===== src/rtl/lab7_defs.sv =====
// ============================================================================
// lab7_defs : shared bus encodings, widths and default I/O addresses
// Rev 1.0
// ============================================================================
`default_nettype none

package lab7_defs;

   localparam int ADDR_W = 9;
   localparam int DATA_W = 16;

   typedef enum logic [1:0] {
      MNONE  = 2'd0,
      MREAD  = 2'd1,
      MWRITE = 2'd2
   } mem_cmd_e;

   localparam logic [ADDR_W-1:0] DEF_LED_ADDR  = 9'h100;
   localparam logic [ADDR_W-1:0] DEF_SW_ADDR   = 9'h140;
   localparam logic [ADDR_W-1:0] DEF_EDGE_ADDR = 9'h141;
   localparam logic [ADDR_W-1:0] DEF_CNT_ADDR  = 9'h142;

endpackage

`default_nettype wire


===== src/rtl/sync_edge_det.sv =====
// ============================================================================
// sync_edge_det : WIDTH-bit 2-flop synchronizer with falling-edge pulse output
// Rev 1.0
// ============================================================================
`default_nettype none

module sync_edge_det #(
   parameter int               WIDTH     = 1,
   parameter logic [WIDTH-1:0] RESET_VAL = '0
) (
   input  logic             clk,
   input  logic             reset_n,
   input  logic [WIDTH-1:0] async_in,
   output logic [WIDTH-1:0] sync_out,
   output logic [WIDTH-1:0] fall_pulse
);

   logic [WIDTH-1:0] meta;
   logic [WIDTH-1:0] sync_q;
   logic [WIDTH-1:0] prev_q;

   always_ff @(posedge clk or negedge reset_n) begin
      if (!reset_n) begin
         meta   <= RESET_VAL;
         sync_q <= RESET_VAL;
         prev_q <= RESET_VAL;
      end else begin
         meta   <= async_in;
         sync_q <= meta;
         prev_q <= sync_q;
      end
   end

   assign sync_out   = sync_q;
   // High for the one cycle after the synchronized value drops.
   assign fall_pulse = prev_q & ~sync_q;

endmodule

`default_nettype wire


===== src/rtl/lab7_io_responder.sv =====
// ============================================================================
// lab7_io_responder : memory-mapped I/O slave (LEDs, switches, key edge flags,
// optional cycle counter built when IO_CYCLE_COUNTER_EN is defined)
// Rev 1.0
// ============================================================================
`default_nettype none

module lab7_io_responder
   import lab7_defs::*;
#(
   parameter logic [ADDR_W-1:0] LED_ADDR  = DEF_LED_ADDR,
   parameter logic [ADDR_W-1:0] SW_ADDR   = DEF_SW_ADDR,
   parameter logic [ADDR_W-1:0] EDGE_ADDR = DEF_EDGE_ADDR,
   parameter logic [ADDR_W-1:0] CNT_ADDR  = DEF_CNT_ADDR
) (
   input  logic              clk,
   input  logic              reset_n,
   input  mem_cmd_e          mem_cmd,
   input  logic [ADDR_W-1:0] mem_addr,
   input  logic [DATA_W-1:0] write_data,
   output logic [DATA_W-1:0] read_data,
   output logic              rd_valid,
   output logic              io_sel,
   input  logic [9:0]        sw_in,
   input  logic [1:0]        key_n_in,
   output logic [7:0]        led_out
);

   logic [9:0]        sw_sync;
   logic [9:0]        sw_fall_unused;
   logic [1:0]        key_sync_unused;
   logic [1:0]        key_fall;
   logic [1:0]        flags;
   logic [1:0]        flag_clr;
   logic [DATA_W-1:0] count_val;
   logic [DATA_W-1:0] rd_mux;
   logic              hit_led, hit_sw, hit_edge, hit_cnt, hit_any;
   logic              is_rd, is_wr;

   sync_edge_det #(.WIDTH(10), .RESET_VAL(10'h000)) u_sw_sync (
      .clk        (clk),
      .reset_n    (reset_n),
      .async_in   (sw_in),
      .sync_out   (sw_sync),
      .fall_pulse (sw_fall_unused)
   );

   sync_edge_det #(.WIDTH(2), .RESET_VAL(2'b11)) u_key_sync (
      .clk        (clk),
      .reset_n    (reset_n),
      .async_in   (key_n_in),
      .sync_out   (key_sync_unused),
      .fall_pulse (key_fall)
   );

`ifdef IO_CYCLE_COUNTER_EN
   logic [DATA_W-1:0] count_q;

   always_ff @(posedge clk or negedge reset_n) begin
      if (!reset_n) count_q <= '0;
      else          count_q <= count_q + 1'b1;
   end

   assign hit_cnt   = (mem_addr == CNT_ADDR);
   assign count_val = count_q;
   wire   unused_ok = &{1'b0, write_data[DATA_W-1:8]};
`else
   assign hit_cnt   = 1'b0;
   assign count_val = '0;
   wire   unused_ok = &{1'b0, write_data[DATA_W-1:8], CNT_ADDR};
`endif

   assign hit_led  = (mem_addr == LED_ADDR);
   assign hit_sw   = (mem_addr == SW_ADDR);
   assign hit_edge = (mem_addr == EDGE_ADDR);
   assign hit_any  = hit_led | hit_sw | hit_edge | hit_cnt;
   assign is_rd    = (mem_cmd == MREAD);
   assign is_wr    = (mem_cmd == MWRITE);
   assign io_sel   = (mem_cmd != MNONE) && hit_any;

   always_comb begin
      rd_mux = '0;
      if (hit_sw)        rd_mux = {6'b0, sw_sync};
      else if (hit_edge) rd_mux = {14'b0, flags};
      else if (hit_led)  rd_mux = {8'b0, led_out};
      else if (hit_cnt)  rd_mux = count_val;
   end

   always_comb begin
      flag_clr = 2'b00;
      if (hit_edge && is_rd)      flag_clr = 2'b11;
      else if (hit_edge && is_wr) flag_clr = write_data[1:0];
   end

   always_ff @(posedge clk or negedge reset_n) begin
      if (!reset_n) begin
         led_out   <= '0;
         flags     <= '0;
         read_data <= '0;
         rd_valid  <= 1'b0;
      end else begin
         // A press landing in the same cycle as a clear keeps its flag.
         flags    <= (flags & ~flag_clr) | key_fall;
         rd_valid <= is_rd && hit_any;
         if (is_rd && hit_any) read_data <= rd_mux;
         if (is_wr && hit_led) led_out   <= write_data[7:0];
      end
   end

endmodule

`default_nettype wire


===== config.mk =====
export PLATFORM = sky130hd
export DESIGN_NAME = lab7_io_responder
export DESIGN_NICKNAME = d
export VERILOG_FILES = /design/src/rtl/lab7_defs.sv /design/src/rtl/sync_edge_det.sv /design/src/rtl/lab7_io_responder.sv
export SDC_FILE = /design/constraint.sdc
export NUM_CORES = 1
export LEC_CHECK = 0
export BUFFER_PORTS_ARGS = -buffer_cell sky130_fd_sc_hd__buf_2
export CAP_MARGIN = 20
export CORE_AREA = 2 2 66 68
export CTS_BUF_LIST = sky130_fd_sc_hd__clkbuf_2 sky130_fd_sc_hd__clkbuf_4 sky130_fd_sc_hd__clkbuf_8
export CTS_CLUSTER_SIZE = 28
export DETAILED_ROUTE_END_ITERATION = 10
export DIE_AREA = 0 0 68 70
export GPL_ROUTABILITY_DRIVEN = 1
export PLACE_DENSITY_LB_ADDON = 0.2
export SLEW_MARGIN = 20
export SYNTH_ARGS = -nofsm -noshare
export SYNTH_HDL_FRONTEND = slang
export SYNTH_SLANG_ARGS = --single-unit

===== constraint.sdc =====
create_clock -name clk -period 1.2 [get_ports clk]
set_input_delay 0.06 -clock clk [delete_from_list [all_inputs] [get_ports clk]]
set_output_delay 0.06 -clock clk [all_outputs]
set_load 0.02 [all_outputs]

# Word level (Yosys, flattened, before mapping)
# Cells that the tools add are included.
# W data, S select, Z words.
[op_classes]
bitwise_logic = 7
mux = 5
n_reduce_logical = 6
n_eq_ne = 5
[ops]
columns = ["cell", "n"]
rows = [
  ["$mux W16", 2],
  ["$eq A9 B9 Y1 const B", 3],
  ["$mux W8", 1],
  ["$logic_and A1 B1 Y1", 5],
  ["$and A2 B2 Y2", 2],
  ["$mux W2", 2],
  ["$not A2 Y2", 2],
  ["$eq A2 B1 Y1 const B", 1],
  ["$eq A2 B2 Y1 const B", 1],
  ["$or A1 B1 Y1", 2],
  ["$or A2 B2 Y2", 1],
  ["$reduce_bool A2 Y1", 1],
]
[word_totals]
out_inout_bits = 26
word_cells = 32
register_bits = 53
input_bits = 41

# Logic depth before layout (Yosys ltp)
[logic_depth]
word_depth = 7
depth_mapped = 5
mapped_depth_nobuf = 3

# Cells and area by module
# A second synthesis with hierarchy kept.
[unflattened]
cells_unflattened = 139
hier_area_um2 = 2189.6
[by_module_without_submodules]
columns = ["module", "cells_each", "area_each_um2", "instances", "seq_area_each_um2"]
rows = [
  ["lab7_io_responder", 91, 1116.1, 1, 525.5],
  ["sync_edge_det (u_sw_sync)", 40, 888.4, 1, 750.7],
  ["sync_edge_det (u_key_sync)", 8, 185.2, 1, 157.7],
]

# Worst setup path before layout
# OpenSTA, ideal clock, no wires.
[synth_timing]
kind = "input port to output port"
start = "input mem_addr[1]"
end = "output io_sel"
path_buffers = 2
slack_ps = -908
required_ps = 1140
cell_stages = 4
arrival_ps = 2048
cell_sequence = "or4b_4 -> buf_6 -> clkbuf_1 -> a2111oi_0"
[synth_via]
elab_chain_cells = 4
[synth_rtl]
columns = ["item", "line", "text"]
rows = [
  ["start, declared", "lab7_io_responder.sv:19", "input logic [ADDR_W-1:0] mem_addr,"],
  ["$eq A9 B9 Y1 (on tied branches)", "lab7_io_responder.sv:73, lab7_io_responder.sv:74", ""],
  ["$or A1 B1 Y1", "lab7_io_responder.sv:76", "assign hit_any = hit_led | hit_sw | hit_edge | hit_cnt;"],
  ["$or A1 B1 Y1 (*)", "lab7_io_responder.sv:76", ""],
  ["$logic_and A1 B1 Y1 (*)", "lab7_io_responder.sv:79", "assign io_sel = (mem_cmd != MNONE) && hit_any;"],
  ["end, declared", "lab7_io_responder.sv:23", "output logic io_sel,"],
]
# Mark *: on every way between the ends. The rest lies on a longest branch, timed or not.

# Worst setup path after layout
[layout_timing]
start = "input mem_addr[2]"
end = "register read_data[9]"
[layout_via]
elab_chain_cells = 4
[layout_rtl]
columns = ["item", "line", "text"]
rows = [
  ["$eq A9 B9 Y1 (on tied branches)", "lab7_io_responder.sv:73, lab7_io_responder.sv:74", ""],
  ["$or A1 B1 Y1 (2 in series)", "lab7_io_responder.sv:76", ""],
  ["$logic_and A1 B1 Y1", "lab7_io_responder.sv:105", "if (is_rd && hit_any) read_data <= rd_mux;"],
  ["end signal, assigned", "lab7_io_responder.sv:105", ""],
  ["end, declared", "lab7_io_responder.sv:21", "output logic [DATA_W-1:0] read_data,"],
]
# Parallel ways exist; a longest one is shown, timed or not.
# A chain may end at the register's enable or synchronous reset.

==> results.txt <==
----------------------------------------------------
[Global routing]
  Pin count of the biggest net entering global routing ... 48
  Global-route wire length before repair ... about 7 mm
  Initial antenna violation count ... 0
  Overall overflow remaining after global route ... 0
  Vias in the first global route ... 1411
  GR Util All Layers ... 19.7%

[Floorplan]
  Die outline width ... roughly 68 um
  Effective utilization at floorplan ... a little over two fifths
  Die height ... about 70 um
  Site Rows ... 24
  I/O pin count ... 67
  Area of the die ... 4760 sq um
  Placeable core area ... approximately 4100 sq um

[Place]
  Dpl cell area ... approximately 2200 sq um
  Detailed placement HPWL ... 2.51 mm
  Pre-CTS setup slack ... -0.570 ns
  Final estimated routing congestion in global placement ... between 0.8 and 0.9
  Buffers on Ports ... 52

[Critical path]
  Crit Path Max Fanout ... 5
  Timing startpoint of the critical path ... mem_addr[2]
  Termination of the worst setup path ... read_data[9]
  Crit Path Class ... input port to flip-flop
  Worst Path Arrival ... 1.59 ns
  Setup crit end kind ... flip-flop
  Source of the worst register-to-register timing path ... led_out[6]
  CP Data Required Time ... between 1 and 1.5 ns
  Startpoint types ... input port
  Length in cells of the worst reg-to-reg path ... 3
  Setup slack of the most critical reg-to-reg path ... approximately 0.19 ns
  Worst r2r dst ... read_data[6]

[Detailed routing]
  Residual DRC count ... 0
  Vias after detailed routing ... roughly 1300
  DRT antenna net count ... 0
  Routed length per placed instance ... 15.5 um
  Post-detailed-routing wire length ... 4.14 mm
  Number of design-rule violations left by the first detailed-router iteration ... 47
  First-pass iteration count of the detailed router ... 4
  Via-to-Cell Ratio ... slightly below 5

[Outcome]
  Result of the run ... finished with violations
  Failing checks ... setup timing

[Pwr]
  PwrDens ... about 1100 nW/um^2
  Sw Ratio ... a little over a fifth
  Sequential power share ... between 50% and 60%
  Share of power burned in combinational logic ... between 10% and 20%
  Peak supply drop ... roughly 0.00063 V
  Switching power of the nets ... just under 0.0007 W
  Leak ... 1.34 nW
  Pint ... approximately 0.0025 W
  Clock power share ... a little under two fifths

[Synthesis]
  Post-synthesis sequential element count ... 47
  Netlist area before placement ... between 1500 and 2000 sq um
  Synthesized instance count ... between 100 and 150
  Post-synthesis sequential area ratio ... between 60% and 70%
  Number of warnings reported in the yosys synthesis log ... 0
  Synth cell types ... 29
  Average cell area after synthesis ... between 10 and 15 sq um

[Finish]
  Fraction of final layout cells with drive strength greater than 1 ... 54.0%
  Post-layout instance area ... between 2000 and 3000 sq um
  NumNets Final ... between 200 and 300
  Commonest non-fill, non-tap cell in the layout ... buf_2
  Area growth from synthesis to layout ... 54.5%
  Most used cells in the layout excluding fill and tap cells ... buf_2 (49), dfrtp_1 (41), dlygate4sd3_1 (19)
  Ant diodes ... 0

[STA]
  Final setup violation count ... 21
  Max Clk Rate ... about 0.71 GHz
  Final Hold Violating Endpoints ... 0
  Largest clock skew in the final design ... around 0.01 ns
  Unrepaired setup endpoints after global routing ... yes
  Max-slew violations ... 0
  Fraction of the cycle the final worst path needs ... 118%
  Setup_tns ... -3.51 ns
  Min setup slack post-route ... -0.210 ns
  Post-layout min period ... approximately 1.4 ns

[Clock tree]
  Number of buffers between clock root and the deepest sink ... 2
  Clock transition at the registers of the reported paths ... about 0.080 ns
  Clock Latency Late Sink ... slightly below 0.3 ns
  H-tree depth ... 2
  TritonCTS clock tree ... done
  Number of buffers created by CTS ... 5
  Clk sinks ... 47
  Root cell of the clock tree ... clkbuf_8

[Flow run]
  Max-cap viol count ... 0

[Hold path]
  Min-Delay Path Class ... input port to flip-flop
  Hold path startpoint ... write_data[1]

----------------------------------------------------
==> cell families after synthesis <==
kind of cell	count (synthesis)	share of synthesized area, %
multiplexers	20	12.3
AND/OR/NAND/NOR	23	9.02
buffers and inverters	19	6.13
AO/OA/AOI/OAI	13	5.71
other	1	0.211
flip-flops	47	66.7
==> cell usage after synthesis (all sizes together) <==
library cell   n  area share [%]
dfrtp         41              58
mux2          14             8.9
buf           10             4.2
inv            7             1.5
dfstp          6             8.9
mux2i          6             3.4
nor3           6             1.7
nor4           4             2.3
o41ai          4             2.0
a2111oi        3             1.5
nor2           3            0.63
a21oi          2            0.56
a22o           2            0.99
clkbuf         2            0.42
nand3b         2            0.85
o22ai          2            0.70
or4            2             1.1
conb           1            0.21
nand2          1            0.21
nand2b         1            0.35
nor2b          1            0.35
or3            1            0.35
or3b           1            0.49
or4b           1            0.78
==> layout make-up <==
type,count,area [sq um]
fill,295,1400
sequential,47,1180
multi-input combinational,63,697
timing repair buffer,90,654
clock buffer,6,82.6
tap,52,65.1
clock inverter,2,35.0
inverter,7,26.3
==> critical path, cell delays in order <==
cell	delay (ns)
buf_6	0.09
or4b_4	0.60
or4_4	0.59
a22o_1	0.25
==> state kept, by name, summed over array words and instances, names as in the netlist <==
name	flops
u_key_sync.prev_q	2
u_key_sync.meta	2
u_key_sync.sync_out	2
u_sw_sync.meta	10
led_out	8
read_data	10
rd_valid	1
flags	2
u_sw_sync.sync_out	10
==> power by group through the flow <==
stage / clock [W] / combinational [W] / sequential, W
finish: 0.00116 / 0.000324 / 0.00166
global route: 0.00128 / 0.000350 / 0.00167
CTS: 0.00120 / 0.000318 / 0.00166
detailed placement: 0 / 0.000221 / 0.00169
global placement: 0 / 0.000214 / 0.00169
floorplan: 0 / 0.0000910 / 0.00170
==> through the flow <==
stage	cells	hold slack, ns	utilization (%)	power (W)
3_3_place_gp	234	0.0548	52.7	0.00190
6_report	267	0.0207	66.2	0.00315
3_5_place_dp	234	0.0583	52.7	0.00191
5_1_grt	267	0.0119	66.2	0.00330
2_1_floorplan	128	-0.236	-	0.00179
4_1_cts	267	0.00648	66.1	0.00318
==> routing by layer <==
metal / track usage, % / vias to the layer above / share of wire, %
met5: 0 / - / 0
met4: 8.67 / 0 / 2.7
met3: 5.15 / 9 / 5.8
met2: 33.4 / 53 / 52
met1: 22.8 / 625 / 40
li1: - / 609 / -
==> worst min path at each step <==
stage | endpoint | slack [ns] | cells past startpoint
final | led_out[1] | 0.02 | 2
after global routing | led_out[1] | 0.01 | 2
after CTS | led_out[1] | 0.006 | 2
after detailed placement | led_out[2] | 0.06 | 2
after global placement | led_out[2] | 0.05 | 2
after floorplan | flags[0] | -0.24 | 0
==> what timing repair did <==
action	CTS	global route
pin swaps	10	6
hold endpoints to repair	65	0
hold buffers	19	0
endpoints found under the setup margin	21	22
gates cloned	1	0
resized for setup	37	2
setup buffers	5	0
No activity file was read; power rests on OpenSTA's default activity.
